===== config.mk =====
export PLATFORM = sky130hd
export DESIGN_NAME = pwm_compare_dt_16bits
export DESIGN_NICKNAME = d
export VERILOG_FILES = /design/src/rtl/pwm_compare_dt_16bits_pkg.sv /design/src/rtl/pwm_compare_dt_16bits_deadtime_gen.sv /design/src/rtl/pwm_compare_dt_16bits.sv
export SDC_FILE = /design/constraint.sdc
export NUM_CORES = 1
export LEC_CHECK = 0
export BUFFER_PORTS_ARGS = -buffer_cell sky130_fd_sc_hd__buf_2
export CORE_MARGIN = 10
export CORE_UTILIZATION = 46
export DETAILED_ROUTE_END_ITERATION = 7
export PLACE_DENSITY = 0.79
export SETUP_SLACK_MARGIN = 0.5
export SYNTH_ARGS = -nofsm -noshare
export SYNTH_HDL_FRONTEND = slang
export SYNTH_SLANG_ARGS = --single-unit

===== constraint.sdc =====
create_clock -name clk -period 2.4 [get_ports clk]
set_clock_uncertainty 0.1 [all_clocks]
set_input_delay 0.24 -clock clk [delete_from_list [all_inputs] [get_ports clk]]
set_output_delay 0.24 -clock clk [all_outputs]
set_load 0.01 [all_outputs]

===== src/rtl/pwm_compare_dt_16bits_pkg.sv =====
// Shared types and widths for the PWM compare / dead-time leg.
// Build option: PWM_DEADTIME_EN selects the dead-time FSM; undefined gives direct complementary outputs.
package pwm_compare_dt_16bits_pkg;

  localparam int PWMCOUNT_WIDTH = 16;
  localparam int DEADTIME_WIDTH = 10;

  typedef enum logic [2:0] {
    OFF   = 3'd0,
    L_ON  = 3'd1,
    DT_LH = 3'd2,
    H_ON  = 3'd3,
    DT_HL = 3'd4
  } dt_state_e;

  function automatic logic ref_level(input logic below, input logic pol);
    return below ^ pol;
  endfunction

endpackage


===== src/rtl/pwm_compare_dt_16bits_deadtime_gen.sv =====
// Gate-pair generator: turns the registered reference into pwm_h/pwm_l.
// Build option: PWM_DEADTIME_EN inserts a both-low gap of deadtime_sh cycles on every side change.
module pwm_compare_dt_16bits_deadtime_gen
  import pwm_compare_dt_16bits_pkg::*;
`ifdef PWM_DEADTIME_EN
#(
  parameter int DT_WIDTH = DEADTIME_WIDTH
)
`endif
(
  input  logic                clk,
  input  logic                reset,
  input  logic                pwm_ref,
  input  logic                pwm_onoff,
`ifdef PWM_DEADTIME_EN
  input  logic [DT_WIDTH-1:0] deadtime_sh,
`endif
  output logic                pwm_h,
  output logic                pwm_l
);

  logic pwm_h_q, pwm_h_d;
  logic pwm_l_q, pwm_l_d;

`ifdef PWM_DEADTIME_EN
  dt_state_e           state_q, state_d;
  logic [DT_WIDTH-1:0] cnt_q, cnt_d;

  // Next state: a gap is abandoned if the reference reverts before it expires.
  always_comb begin
    state_d = state_q;
    cnt_d   = cnt_q;
    if (!pwm_onoff) begin
      state_d = OFF;
      cnt_d   = '0;
    end else begin
      case (state_q)
        OFF: begin
          state_d = pwm_ref ? H_ON : L_ON;
          cnt_d   = '0;
        end
        L_ON: begin
          if (!pwm_ref) begin
            state_d = L_ON;
          end else if (deadtime_sh == '0) begin
            state_d = H_ON;
          end else begin
            state_d = DT_LH;
            cnt_d   = deadtime_sh - DT_WIDTH'(1);
          end
        end
        DT_LH: begin
          if (!pwm_ref) begin
            state_d = L_ON;
            cnt_d   = '0;
          end else if (cnt_q == '0) begin
            state_d = H_ON;
          end else begin
            cnt_d = cnt_q - DT_WIDTH'(1);
          end
        end
        H_ON: begin
          if (pwm_ref) begin
            state_d = H_ON;
          end else if (deadtime_sh == '0) begin
            state_d = L_ON;
          end else begin
            state_d = DT_HL;
            cnt_d   = deadtime_sh - DT_WIDTH'(1);
          end
        end
        DT_HL: begin
          if (pwm_ref) begin
            state_d = H_ON;
            cnt_d   = '0;
          end else if (cnt_q == '0) begin
            state_d = L_ON;
          end else begin
            cnt_d = cnt_q - DT_WIDTH'(1);
          end
        end
        default: begin
          state_d = OFF;
          cnt_d   = '0;
        end
      endcase
    end
    pwm_h_d = (state_d == H_ON);
    pwm_l_d = (state_d == L_ON);
  end

  always_ff @(posedge clk) begin
    if (reset) begin
      state_q <= OFF;
      cnt_q   <= '0;
      pwm_h_q <= 1'b0;
      pwm_l_q <= 1'b0;
    end else begin
      state_q <= state_d;
      cnt_q   <= cnt_d;
      pwm_h_q <= pwm_h_d;
      pwm_l_q <= pwm_l_d;
    end
  end
`else
  always_comb begin
    pwm_h_d = pwm_onoff & pwm_ref;
    pwm_l_d = pwm_onoff & ~pwm_ref;
  end

  always_ff @(posedge clk) begin
    if (reset) begin
      pwm_h_q <= 1'b0;
      pwm_l_q <= 1'b0;
    end else begin
      pwm_h_q <= pwm_h_d;
      pwm_l_q <= pwm_l_d;
    end
  end
`endif

  assign pwm_h = pwm_h_q;
  assign pwm_l = pwm_l_q;

endmodule


===== src/rtl/pwm_compare_dt_16bits.sv =====
// PWM leg: shadowed compare against the carrier, registered reference, and gate-pair generation.
// Build option: PWM_DEADTIME_EN enables dead-time insertion and the deadtime shadow register.
module pwm_compare_dt_16bits
  import pwm_compare_dt_16bits_pkg::*;
#(
  parameter int CMP_WIDTH = PWMCOUNT_WIDTH,
  parameter int DT_WIDTH  = DEADTIME_WIDTH
) (
  input  logic                 clk,
  input  logic                 reset,
  input  logic [CMP_WIDTH-1:0] carrier,
  input  logic                 maskevent,
  input  logic                 pwm_onoff,
  input  logic [CMP_WIDTH-1:0] compare,
  input  logic [DT_WIDTH-1:0]  deadtime,
  input  logic                 out_pol,
  output logic                 pwm_h,
  output logic                 pwm_l,
  output logic                 cmp_match
);

  logic [CMP_WIDTH-1:0] compare_sh_q, compare_sh_d;
  logic                 out_pol_sh_q, out_pol_sh_d;
  logic                 ref_q, ref_d;
  logic                 cmp_match_q, cmp_match_d;
  logic                 shadow_load_s;

  // Shadows are transparent while stopped so a restart begins with current settings.
  always_comb begin
    shadow_load_s = maskevent | ~pwm_onoff;
    if (shadow_load_s) begin
      compare_sh_d = compare;
      out_pol_sh_d = out_pol;
    end else begin
      compare_sh_d = compare_sh_q;
      out_pol_sh_d = out_pol_sh_q;
    end
    ref_d       = ref_level(carrier < compare_sh_q, out_pol_sh_q);
    cmp_match_d = pwm_onoff & (carrier == compare_sh_q);
  end

  always_ff @(posedge clk) begin
    if (reset) begin
      compare_sh_q <= '0;
      out_pol_sh_q <= 1'b0;
      ref_q        <= 1'b0;
      cmp_match_q  <= 1'b0;
    end else begin
      compare_sh_q <= compare_sh_d;
      out_pol_sh_q <= out_pol_sh_d;
      ref_q        <= ref_d;
      cmp_match_q  <= cmp_match_d;
    end
  end

`ifdef PWM_DEADTIME_EN
  logic [DT_WIDTH-1:0] deadtime_sh_q, deadtime_sh_d;

  always_comb begin
    if (shadow_load_s) begin
      deadtime_sh_d = deadtime;
    end else begin
      deadtime_sh_d = deadtime_sh_q;
    end
  end

  always_ff @(posedge clk) begin
    if (reset) begin
      deadtime_sh_q <= '0;
    end else begin
      deadtime_sh_q <= deadtime_sh_d;
    end
  end

  pwm_compare_dt_16bits_deadtime_gen #(
    .DT_WIDTH (DT_WIDTH)
  ) u_deadtime_gen (
    .clk         (clk),
    .reset       (reset),
    .pwm_ref     (ref_q),
    .pwm_onoff   (pwm_onoff),
    .deadtime_sh (deadtime_sh_q),
    .pwm_h       (pwm_h),
    .pwm_l       (pwm_l)
  );
`else
  // The deadtime port is kept for pin compatibility but has no function here.
  logic unused_deadtime_s;
  assign unused_deadtime_s = ^deadtime;

  pwm_compare_dt_16bits_deadtime_gen u_deadtime_gen (
    .clk       (clk),
    .reset     (reset),
    .pwm_ref   (ref_q),
    .pwm_onoff (pwm_onoff),
    .pwm_h     (pwm_h),
    .pwm_l     (pwm_l)
  );
`endif

  assign cmp_match = cmp_match_q;

endmodule


* Yosys cells after proc, flatten, opt, wreduce, memory -nomap -nowiden
Cells that the tools add are included.
W data, S select, Z words.
** Storage, ports and cells
- Memory bits (read-only) :: 0
- Memories kept :: 0
- Register bits :: 21
- Logic and storage cells :: 15
- Output and inout bits :: 3
- Input port bits :: 47
- Bits in latches :: 0
- Memory bits (writable) :: 0
** Cells by class
- $add $sub $neg :: 0
- Equal/unequal tests :: 1
- Div/mod/pow operators :: 0
- $lt $le $gt $ge :: 1
- Multiply operators :: 0
- Shift operators :: 0
- Reductions and logical operators :: 0
- Bitwise operators :: 7
- Mux-type cells :: 0
** Operators by type and width (number)
- $eq A16 B16 Y1 :: 1
- $lt A16 B16 Y1 :: 1
- $and A1 B1 Y1 :: 3
- $not A1 Y1 :: 2
- $or A1 B1 Y1 :: 1
- $xor A1 B1 Y1 :: 1

* Logic depth before layout (Yosys ltp)
Gate-level depths: netlist (run 1).
- Depth after elaboration :: 2
- Mapped depth :: 7
- Gate-level depth less buffers :: 7

* Cells and area by module
A second synthesis (run 1) with hierarchy kept.
** Second synthesis, totals
- Cell total of the unflattened synthesis :: 142
- Area, all modules :: 1123.6 um^2
** Modules (own cells, without submodules)
- pwm_compare_dt_16bits :: cells each 138, area an instance 1062.3 um^2, instances 1
- pwm_compare_dt_16bits_deadtime_gen :: cells each 4, area an instance 61.3 um^2, instances 1

* Worst setup path before layout (run 1)
Ideal clock, no wire load.
- Path type :: reg2reg
- Start :: reg compare_sh_q[14]
- End :: reg ref_q
- Path buffers :: 0
- Cell stages (with the launch flop) :: 8
- Slack :: 0.442 ns
- Arrival time :: 1.735 ns
- Data required time :: 2.177 ns
- Clock period less this slack :: 1.958 ns
- Cells stage by stage :: dfxtp_1 > inv_1 > ha_1 > a21oi_2 > nand2_1 > a221o_1 > a311oi_1 > mux2_1
** On the way
- Longest elaborated chain between the ends :: 2
** Ends and longest elaborated chain
- start, declared :: RTL line pwm_compare_dt_16bits.sv:22 : logic [CMP_WIDTH-1:0] compare_sh_q, compare_sh_d;
- start signal, assigned :: RTL line pwm_compare_dt_16bits.sv:49 : compare_sh_q <= compare_sh_d;
- $lt A16 B16 Y1 :: RTL line pwm_compare_dt_16bits.sv:38 : ref_d = ref_level(carrier < compare_sh_q, out_pol_sh_q);
- $xor A1 B1 Y1 :: RTL line pwm_compare_dt_16bits_pkg.sv:17 : return below ^ pol;
- end signal, assigned :: RTL line pwm_compare_dt_16bits.sv:51 : ref_q <= ref_d;
- end, declared :: RTL line pwm_compare_dt_16bits.sv:24 : logic ref_q, ref_d;
No other way between the ends.
A chain may end at the register's enable or synchronous reset.

* Worst setup path after layout (run 1)
Same ends and word-level chain as after synthesis.

==> metrics.yaml, run 1 <==
status:
  outcome: "completed"
route:
  vias: 1084
  drt_wl_total_um: 3116
  post_drt_wl_per_cell_um: 14.43
  vias_per_cell: 5.019
  drc_errors: 0
  firstDrtPassIters: 4
  drt_iter0_markers: 47
  ant_nets: 0
clock_network:
  cts_sinks: 21
  cts_tree: "done"
  clock_latency_ns: 0.32
  htreeDepth: 1
  cts_hold_buf: 0
  cts_root_buf: "clkbuf_4"
  clk_pin_slew_ns: 0.13
  clockBufferDepth: 2
  cts_made_buffers: 3
layout:
  multi_input_area_um2: 749.5
  layout.cells.non_filler: 216
  area_growth_pct: 40.77
  antennaDiodeCount: 0
  final_util_pct: 68.98
  drive_gt1_share_pct: 45.74
  fin_nets: 252
  area.sequential_um2: 435.4
  fillers: 185
critical_path:
  max_stage_delay_ns: 0.35
  path_common_cell: "buf_4"
  start_kind: "flop"
  worstSetupPathType: "flop to flop"
  cpMaxStageDelayCell: "dfxtp_2"
  worstRegToRegCells: 9
  cp_max_fo: 3
  crit_arrival_ns: 2.06
  r2r_setup_slack_ns: 0.46
  path_buf_inv: 4
  crit_path_cell_trace: "inv_2, ha_4, nand4_1, buf_4, buf_4, buf_4, a21oi_2, a311oi_2, mux2_4"
  cp_top_family: "buffers and inverters"
  critPathCaptureType: "flop"
  crit_cells: 9
  crit_required_ns: 2.52
timing:
  rsz0062_at_grt: "true"
  setup_tns_ns: 0
  slew_violations: 0
  setup_viol: 0
  finalCritPeriodShare_pct: 80.80
  maxSlewHeadroom_pct: 53.05
  period_minus_slack_ns: 1.939
  worstMarginPinSlew_ns: 0.7043
  clock.fmax_ghz: 0.5157
  timing_hold_violations_final: 0
  worst_slack_ns: 0.4609
place:
  pre_cts_ws_ns: 0.3481
  placedCellCount: 207
  hpwl_um: 2144
  portBuffers: 39
  gp_congestion: 0.7691
power_and_ir_drop:
  pwr-share-clk_pct: 23.9
  p_leak_uw: 0.0007014
  combPwrFrac_pct: 25.1
  seqPwrFrac_pct: 51.0
  power_density_nw_per_um2: 482.5
  p_int_uw: 529.6
  ir_drop_v: 0.0004998
  p_switching_uw: 220.8
  switching_share_pct: 29.42
global_route:
  antenna_found_initial: 0
  gr-total-overflow: 0
  grt_use_total_pct: 12.24
  grt_pass1_vias: 1175
  grt_max_degree: 21
  grt_pass1_wl_um: 4974
synthesis:
  synth_fa_ha_area_share_pct: 18.12
  synth.area.top_cells: "dfxtp_1 (38%), ha_1 (18%), nand2_1 (14%), a21oi_1 (10%), inv_1 (6.1%)"
  synth_top_area_share_pct: 38.05
  syn_inst: 145
  muxShareOfSynthArea_pct: 1.019
  ys_warn_count: 0
  synthDistinctLibCells: 18
  ys_ff_latch: 21
  synth-simple-area-share_pct: 20.16
  synthesis.area_um2: 1105
  synth_top_family_by_area: "simple AND/OR/NAND/NOR gates"
  synth_nets: 208
  synth_top_cell_by_area: "dfxtp_1"
  syn_area_per_cell_um2: 7.619
  synth_xor_area_share_pct: 0
  synth-seq-area-share_pct: 38.05
  synth_compound_area_share_pct: 14.50
floorplanning:
  coreArea_um2: 2255
  pin_count: 50
  die_h_um: 69.01
  row_count: 17
  die_x_um: 69.01
  die-area_um2: 4762
  start_util_pct: 49.00
hold_path:
  min_path_cells: 3
  hp-class: "input pin to flop"
job:
  drv_cap: 0
==> layer usage <==
layer | global-route usage (%) | vias to the layer above | part of all wire, %
met5 | 0 | - | 0
met4 | 6.652 | 0 | 2.5
met3 | 4.422 | 6 | 5.6
met2 | 22.68 | 31 | 52
met1 | 11.23 | 490 | 40
li1 | - | 557 | -
==> worst min-delay path, cell delays in order <==
cell     delay, ns
buf_2         0.09
nand2_1       0.04
a21oi_1       0.05
==> per-stage QoR <==
step	cell area, um^2	hold WS [ns]	total power (uW)
final	1555	0.04335	750.3
after global routing	1555	0.02558	807.9
after CTS	1523	0.03274	740.0
after detailed placement	1333	0.3082	531.2
after global placement	1333	0.3080	523.4
after floorplan	1117	0.2805	476.2
==> final cells by class <==
| class | instances | area share (%) |
|---|---|---|
| Multi-Input combinational cell | 100 | 48.19 |
| Timing Repair Buffer | 45 | 15.45 |
| Clock buffer | 3 | 1.448 |
| Sequential cell | 21 | 28.00 |
| Inverter | 18 | 4.344 |
| Clock inverter | 1 | 0.3218 |
| Tap cell | 28 | 2.253 |
==> synth_stat cells, drive strengths merged <==
cell	instances
a311oi	1
nor2	5
clkbuf	6
nand2b	2
mux2	1
nor2b	2
ha	16
nand3	2
nor4	1
a21oi	24
nand4	2
o21ai	2
nand2	40
a21o	1
a221o	1
dfxtp	21
inv	18
==> registers in the layout, summed over array words and instances (netlist names) <==
register and count:
compare_sh_q 16, cmp_match 1, out_pol_sh_q 1, ref_q 1, u_deadtime_gen.pwm_h 1, u_deadtime_gen.pwm_l 1
==> worst paths after layout <==
kind	startpoint	to
worst max-delay path	compare_sh_q[14]	ref_q
worst min-delay path	compare[1]	compare_sh_q[1]
worst max register to register	compare_sh_q[14]	ref_q
worst min register to register	ref_q	u_deadtime_gen.pwm_l
==> cells in the final DEF (no fill, tap or decap), types with 6 or more instances in the layout <==
cell	Yosys	routed
dfxtp_2	0	12
ha_4	0	10
inv_2	0	6
ha_1	16	6
buf_4	0	6
inv_1	18	12
a21oi_1	23	20
buf_2	0	39
dfxtp_1	21	9
nand2_1	40	39
==> what timing repair did <==
item,CTS,global route
buffers inserted,5,0
endpoints found under the setup margin,1,1
endpoints found under the hold margin,0,0
resized for setup,28,8
pin swaps,12,6
==> kinds of logic (layout without fill, tap and decap cells) <==
logic type               count (synthesis)  in the layout
adder cells (fa/ha/maj)                 16             16
AND/OR/NAND/NOR                         54             54
multiplexers                             1              1
buffers and inverters                   24             67
flip-flops                              21             21
AO/OA/AOI/OAI                           29             29
==> power by group through the flow <==
stage / Sequential, uW / Combinational [uW] / Clock, uW
2_1_floorplan: 387 / 89.7 / 0
3_3_place_gp: 387 / 137 / 0
3_5_place_dp: 388 / 144 / 0
4_1_cts: 383 / 174 / 184
5_1_grt: 387 / 212 / 209
6_report: 383 / 188 / 179
No activity file was read; power rests on OpenSTA's default activity.
==> run 2, diff against run 1 <==
Settings changed: CORE_UTILIZATION 46 to 41, PLACE_DENSITY 0.79 to 0.74.
Clock period 2.4 ns to 1.6 ns, I/O delays scaled along.
==> run 2 against run 1 <==
Net effect:
- the run now ends with setup timing left
- maximum frequency grew 1.7%
- core utilization up 2.4 points
- sequential share of layout area down 3.8 points
- via count up 9.1%
- wire length increased by 12%
- final cell count is 12% higher
- sequential power rose by 51%
- flip-flop and latch count unchanged
- worst setup slack got worse by 0.77 ns
- hold slack got worse by 0.0081 ns
- non-clock buffer count grew 24
- critical path type unchanged
- critical endpoint unchanged
- largest cell class unchanged
- largest power group unchanged
- highest routed layer unchanged
==> metrics.yaml, run 2 (synthesis gave the netlist of run 1 again) <==
route:
  drt_wl_total_um: 3476
  routed-wl-met3_um: 189
  drt_iter0_markers: 55
  routed.top_layer: "met4"
  firstDrtPassIters: 4
  ant_nets: 0
  wl_met1_um: 1355
  post_drt_wl_per_cell_um: 14.36
  route.met2.wl_um: 1879
  vias: 1183
  vias_per_cell: 4.888
  drc_errors: 0
power_and_ir_drop:
  p_total_uw: 1188
  seqPwrFrac_pct: 48.6
  p_switching_uw: 341.7
  p_int_uw: 846.6
  ir_drop_v: 0.0006558
  power_density_nw_per_um2: 660.0
  pwr-share-clk_pct: 21.8
  switching_share_pct: 28.75
  p_leak_uw: 0.0008078
  combPwrFrac_pct: 29.6
timing:
  setup_viol: 1
  clock.fmax_ghz: 0.5244
  rsz0062_at_grt: "true"
  worstMarginPinSlew_ns: 0.3623
  maxSlewHeadroom_pct: 75.85
  period_minus_slack_ns: 1.907
  worst_slack_ns: -0.3071
  finalCritPeriodShare_pct: 119.2
  slew_violations: 0
  timing_hold_violations_final: 0
  whs_ns: 0.03527
place:
  hpwl_um: 2221
  pre_cts_ws_ns: -0.3621
  gp_congestion: 0.7752
  portBuffers: 39
  placedCellCount: 215
critical_path:
  max_stage_delay_ns: 0.35
  crit_arrival_ns: 2.01
  r2r_setup_slack_ns: -0.31
  cp_max_fo: 2
  critPathCaptureType: "flop"
  crit_path_cell_trace: "inv_2, ha_4, a21oi_2, o21ai_1, a221o_1, a311oi_2, mux2_1"
  worstSetupPathType: "flop to flop"
  cpMaxStageDelayCell: "dfxtp_2"
  crit_required_ns: 1.71
  start_kind: "flop"
global_route:
  grt_pass1_wl_um: 5644
  gr-total-overflow: 0
  antenna_found_initial: 0
  grt_max_degree: 21
  grt_pass1_vias: 1290
  grt_use_total_pct: 13.09
clock_network:
  clockBufferDepth: 2
  cts_tree: "done"
  cts_made_buffers: 3
  clk_pin_slew_ns: 0.12
  htreeDepth: 1
  cts_sinks: 21
  cts_root_buf: "clkbuf_4"
  clock_latency_ns: 0.31
layout:
  drive_gt1_share_pct: 43.87
  final_util_pct: 71.38
  layout.cells.non_filler: 242
  area_growth_pct: 62.97
  fillers: 189
  fin_nets: 276
  largest_reg_flops: 16
  antennaDiodeCount: 0
  mostFrequentLayoutCells: "nand2_1 (39), buf_2 (39), a21oi_1 (21), dlygate4sd3_1 (17), dfxtp_2 (12)"
  top_register: "compare_sh_q"
floorplanning:
  start_util_pct: 43.80
  pin_count: 50
  die_x_um: 71.91
  coreArea_um2: 2522
  die_h_um: 71.91
  row_count: 18
  die-area_um2: 5171
status:
  outcome: "complete, but fails checks"
  violations: "setup timing"
job:
  drv_cap: 0
hold_path:
  hp-class: "input pin to flop"
-- run 2: what timing repair did --
item                                    CTS  global route
gates resized for setup                  36             1
endpoints found under the hold margin    17             0
endpoints found under the setup margin    2             2
buffers inserted                          5             1
hold buffers                             17             0
gates cloned                              0             0
pin swaps                                16             2
-- run 2: per-stage QoR --
step | setup TNS (ns) | area [um^2]
2_1_floorplan | -0.2666 | 1124
3_3_place_gp | -0.3177 | 1384
3_5_place_dp | -0.3621 | 1384
4_1_cts | -0.3224 | 1792
5_1_grt | -0.4151 | 1800
6_report | -0.3071 | 1800
-- run 2: routing by layer --
layer / GRT usage [%] / up-vias
met1: 12.58 / 540
met2: 25.49 / 30
li1: - / 607
met4: 4.086 / 0
met3: 4.218 / 6
met5: 0 / -
-- run 2: power by group through the flow --
| stage | Combinational (uW) | Sequential [uW] | Clock (uW) |
|---|---|---|---|
| 2_1_floorplan | 136 | 580 | 0 |
| 4_1_cts | 336 | 575 | 266 |
| 3_3_place_gp | 221 | 581 | 0 |
| 5_1_grt | 389 | 582 | 289 |
| 3_5_place_dp | 233 | 583 | 0 |
| 6_report | 352 | 577 | 259 |
-- run 2: layout make-up --
class / count / area [um^2] / area share [%]
multi-input cells: 100 / 758.2 / 42.11
repair buffers: 69 / 474.2 / 26.34
flip-flops and latches: 21 / 435.4 / 24.18
inverters: 18 / 67.56 / 3.753
well taps: 30 / 37.54 / 2.085
clock buffers: 3 / 22.52 / 1.251
clock inverters: 1 / 5.005 / 0.2780
-- run 2: final timing paths --
path	start	end	cells after the start
worst max register to register	compare_sh_q[7]	ref_q	7
worst min-delay path	pwm_onoff	u_deadtime_gen.pwm_h	3
worst min register to register	ref_q	u_deadtime_gen.pwm_l	1
worst max-delay path	compare_sh_q[7]	ref_q	7
-- run 2: critical path, delay by kind of cell (launching register included) --
kind	cells	cell delay, ns
AOI/OAI and AO/OA	4	0.75
adders and majority gates	1	0.21
buffers and inverters	1	0.04
DFF	1	0.35
muxes	1	0.34
==> run 3, diff against run 2 <==
Settings changed: BUFFER_PORTS_ARGS -buffer_cell sky130_fd_sc_hd__buf_2 to -buffer_cell sky130_fd_sc_hd__buf_4, HOLD_SLACK_MARGIN from default to 0.06.
==> run 3 against run 2 <==
Net effect:
- the run still ends with setup timing left
- via count grew 3.7%
- non-clock buffer count up 4
- sequential share of layout area fell by 1.8 points
- highest routed layer unchanged
==> metrics.yaml, run 3 (synthesis gave the netlist of run 1 again) <==
status:
  outcome: "complete, but fails checks"
  violations: "setup timing"
power_and_ir_drop:
  p_switching_uw: 347.6
  ir_drop_v: 0.0005329
  seqPwrFrac_pct: 47.2
  pwr-share-clk_pct: 20.9
  combPwrFrac_pct: 31.9
  p_leak_uw: 0.0008668
  power_density_nw_per_um2: 629.2
  p_int_uw: 874.2
  switching_share_pct: 28.45
route:
  drt_iter0_markers: 38
  ant_nets: 0
  post_drt_wl_per_cell_um: 15.43
  firstDrtPassIters: 4
  drc_errors: 0
  vias_per_cell: 4.988
  vias: 1227
  drt_wl_total_um: 3797
clock_network:
  cts_tree: "done"
  clock_latency_ns: 0.30
  cts_sinks: 21
  clockBufferDepth: 2
  cts_root_buf: "clkbuf_4"
  cts_made_buffers: 3
  htreeDepth: 1
  clk_pin_slew_ns: 0.12
timing:
  timing_hold_violations_final: 0
  setup_tns_ns: -0.4080
  slew_violations: 0
  finalCritPeriodShare_pct: 125.5
  worst_slack_ns: -0.4080
  maxSlewHeadroom_pct: 56.59
  setup_viol: 1
  period_minus_slack_ns: 2.008
  worstMarginPinSlew_ns: 0.6511
  rsz0062_at_grt: "true"
  clock.fmax_ghz: 0.4980
layout:
  largest_reg_flops: 16
  drive_gt1_share_pct: 42.59
  fin_nets: 280
  layout_commonest_cell: "buf_4"
  antennaDiodeCount: 0
  layout.cells.non_filler: 246
  mostFrequentLayoutCells: "buf_4 (50), nand2_1 (39), a21oi_1 (21), dlygate4sd3_1 (20), inv_1 (13)"
  top_register: "compare_sh_q"
  area_growth_pct: 75.76
global_route:
  grt_pass1_wl_um: 5658
  grt_use_total_pct: 13.26
  grt_pass1_vias: 1282
  gr-total-overflow: 0
  grt_max_degree: 18
  antenna_found_initial: 0
critical_path:
  crit_path_cell_trace: "inv_1, ha_4, buf_4, a21oi_1, a21oi_4, a311oi_2, mux2_4"
  crit_arrival_ns: 2.11
  cp_max_fo: 2
  max_stage_delay_ns: 0.34
  worstSetupPathType: "flop to flop"
  path_buf_inv: 2
  critPathCaptureType: "flop"
  crit_required_ns: 1.70
  start_kind: "flop"
  cp_top_family: "compound AO/OA/AOI/OAI gates"
  cpMaxStageDelayCell: "dfxtp_2"
place:
  gp_congestion: 0.7612
  portBuffers: 39
  placedCellCount: 214
  hpwl_um: 2233
hold_path:
  hp-class: "input pin to flop"
job:
  drv_cap: 0
floorplanning:
  die_h_um: 71.91
  coreArea_um2: 2522
  die-area_um2: 5171
  die_x_um: 71.91
  start_util_pct: 43.80
  pin_count: 50
  row_count: 18
==> run 3: changes by cell type in the layout (fill, tap and decap cells not counted), moves of 2 or more <==
| cell | before | now |
|---|---|---|
| buf_4 | 10 | 50 |
| inv_1 | 11 | 13 |
| inv_2 | 7 | 5 |
| dlygate4sd3_1 | 17 | 20 |
| buf_2 | 39 | 0 |
==> run 3: worst paths after layout <==
kind,start,cells after the start,end,slack (ns)
worst max-delay path,compare_sh_q[11],7,ref_q,-0.41
worst min-delay path,reset,3,u_deadtime_gen.pwm_h,0.11
worst max register to register,compare_sh_q[11],7,ref_q,-0.41
worst min register to register,ref_q,1,u_deadtime_gen.pwm_l,0.35
==> run 3: per-layer routing <==
| layer | vias up | wire length, um | global-route usage, % |
|---|---|---|---|
| met5 | - | 0 | 0 |
| met4 | 0 | 85 | 6.022 |
| met3 | 7 | 136 | 1.905 |
| met2 | 30 | 2216 | 26.96 |
| met1 | 575 | 1359 | 12.52 |
| li1 | 615 | - | - |
==> run 3: through the flow <==
| stage | hold slack, ns | setup WS [ns] | power, uW | utilization (%) | cell area, um^2 |
|---|---|---|---|---|---|
| 6_report | 0.1141 | -0.4080 | 1222 | 76.98 | 1942 |
| 5_1_grt | 0.1312 | -0.4244 | 1285 | 76.98 | 1942 |
| 4_1_cts | 0.09236 | -0.3504 | 1181 | 74.50 | 1879 |
| 3_5_place_dp | 0.3050 | -0.4094 | 839.1 | 58.43 | 1474 |
| 3_3_place_gp | 0.3111 | -0.3222 | 825.9 | 58.43 | 1474 |
| 2_1_floorplan | 0.1929 | -0.2666 | 716.6 | - | 1124 |
==> run 3: power by group through the flow <==
stage	Clock [uW]	Sequential (uW)	Combinational, uW
2_1_floorplan	0	580	136
3_3_place_gp	0	581	245
3_5_place_dp	0	583	256
4_1_cts	258	574	348
5_1_grt	279	581	426
6_report	255	576	390
==> run 3: repair_timing <==
item	in CTS	in global routing
pin swaps	12	5
buffers inserted	6	1
endpoints found under the setup margin	2	14
hold endpoints to repair	19	0
gates resized for setup	24	13
hold buffers	21	0
==> run 3: final cells by class <==
class                   instances  area, um^2
clock buffers                   3       22.52
fillers                       171       580.6
repair buffers                 73       610.6
flip-flops and latches         21       435.4
well taps                      30       37.54
clock inverters                 1       5.005
multi-input cells             100       763.2
inverters                      18       67.56
==> run 3: worst min-delay path, stage by stage <==
cell and delay [ns]:
buf_4 0.11, nand2b_1 0.17, nor2_1 0.05
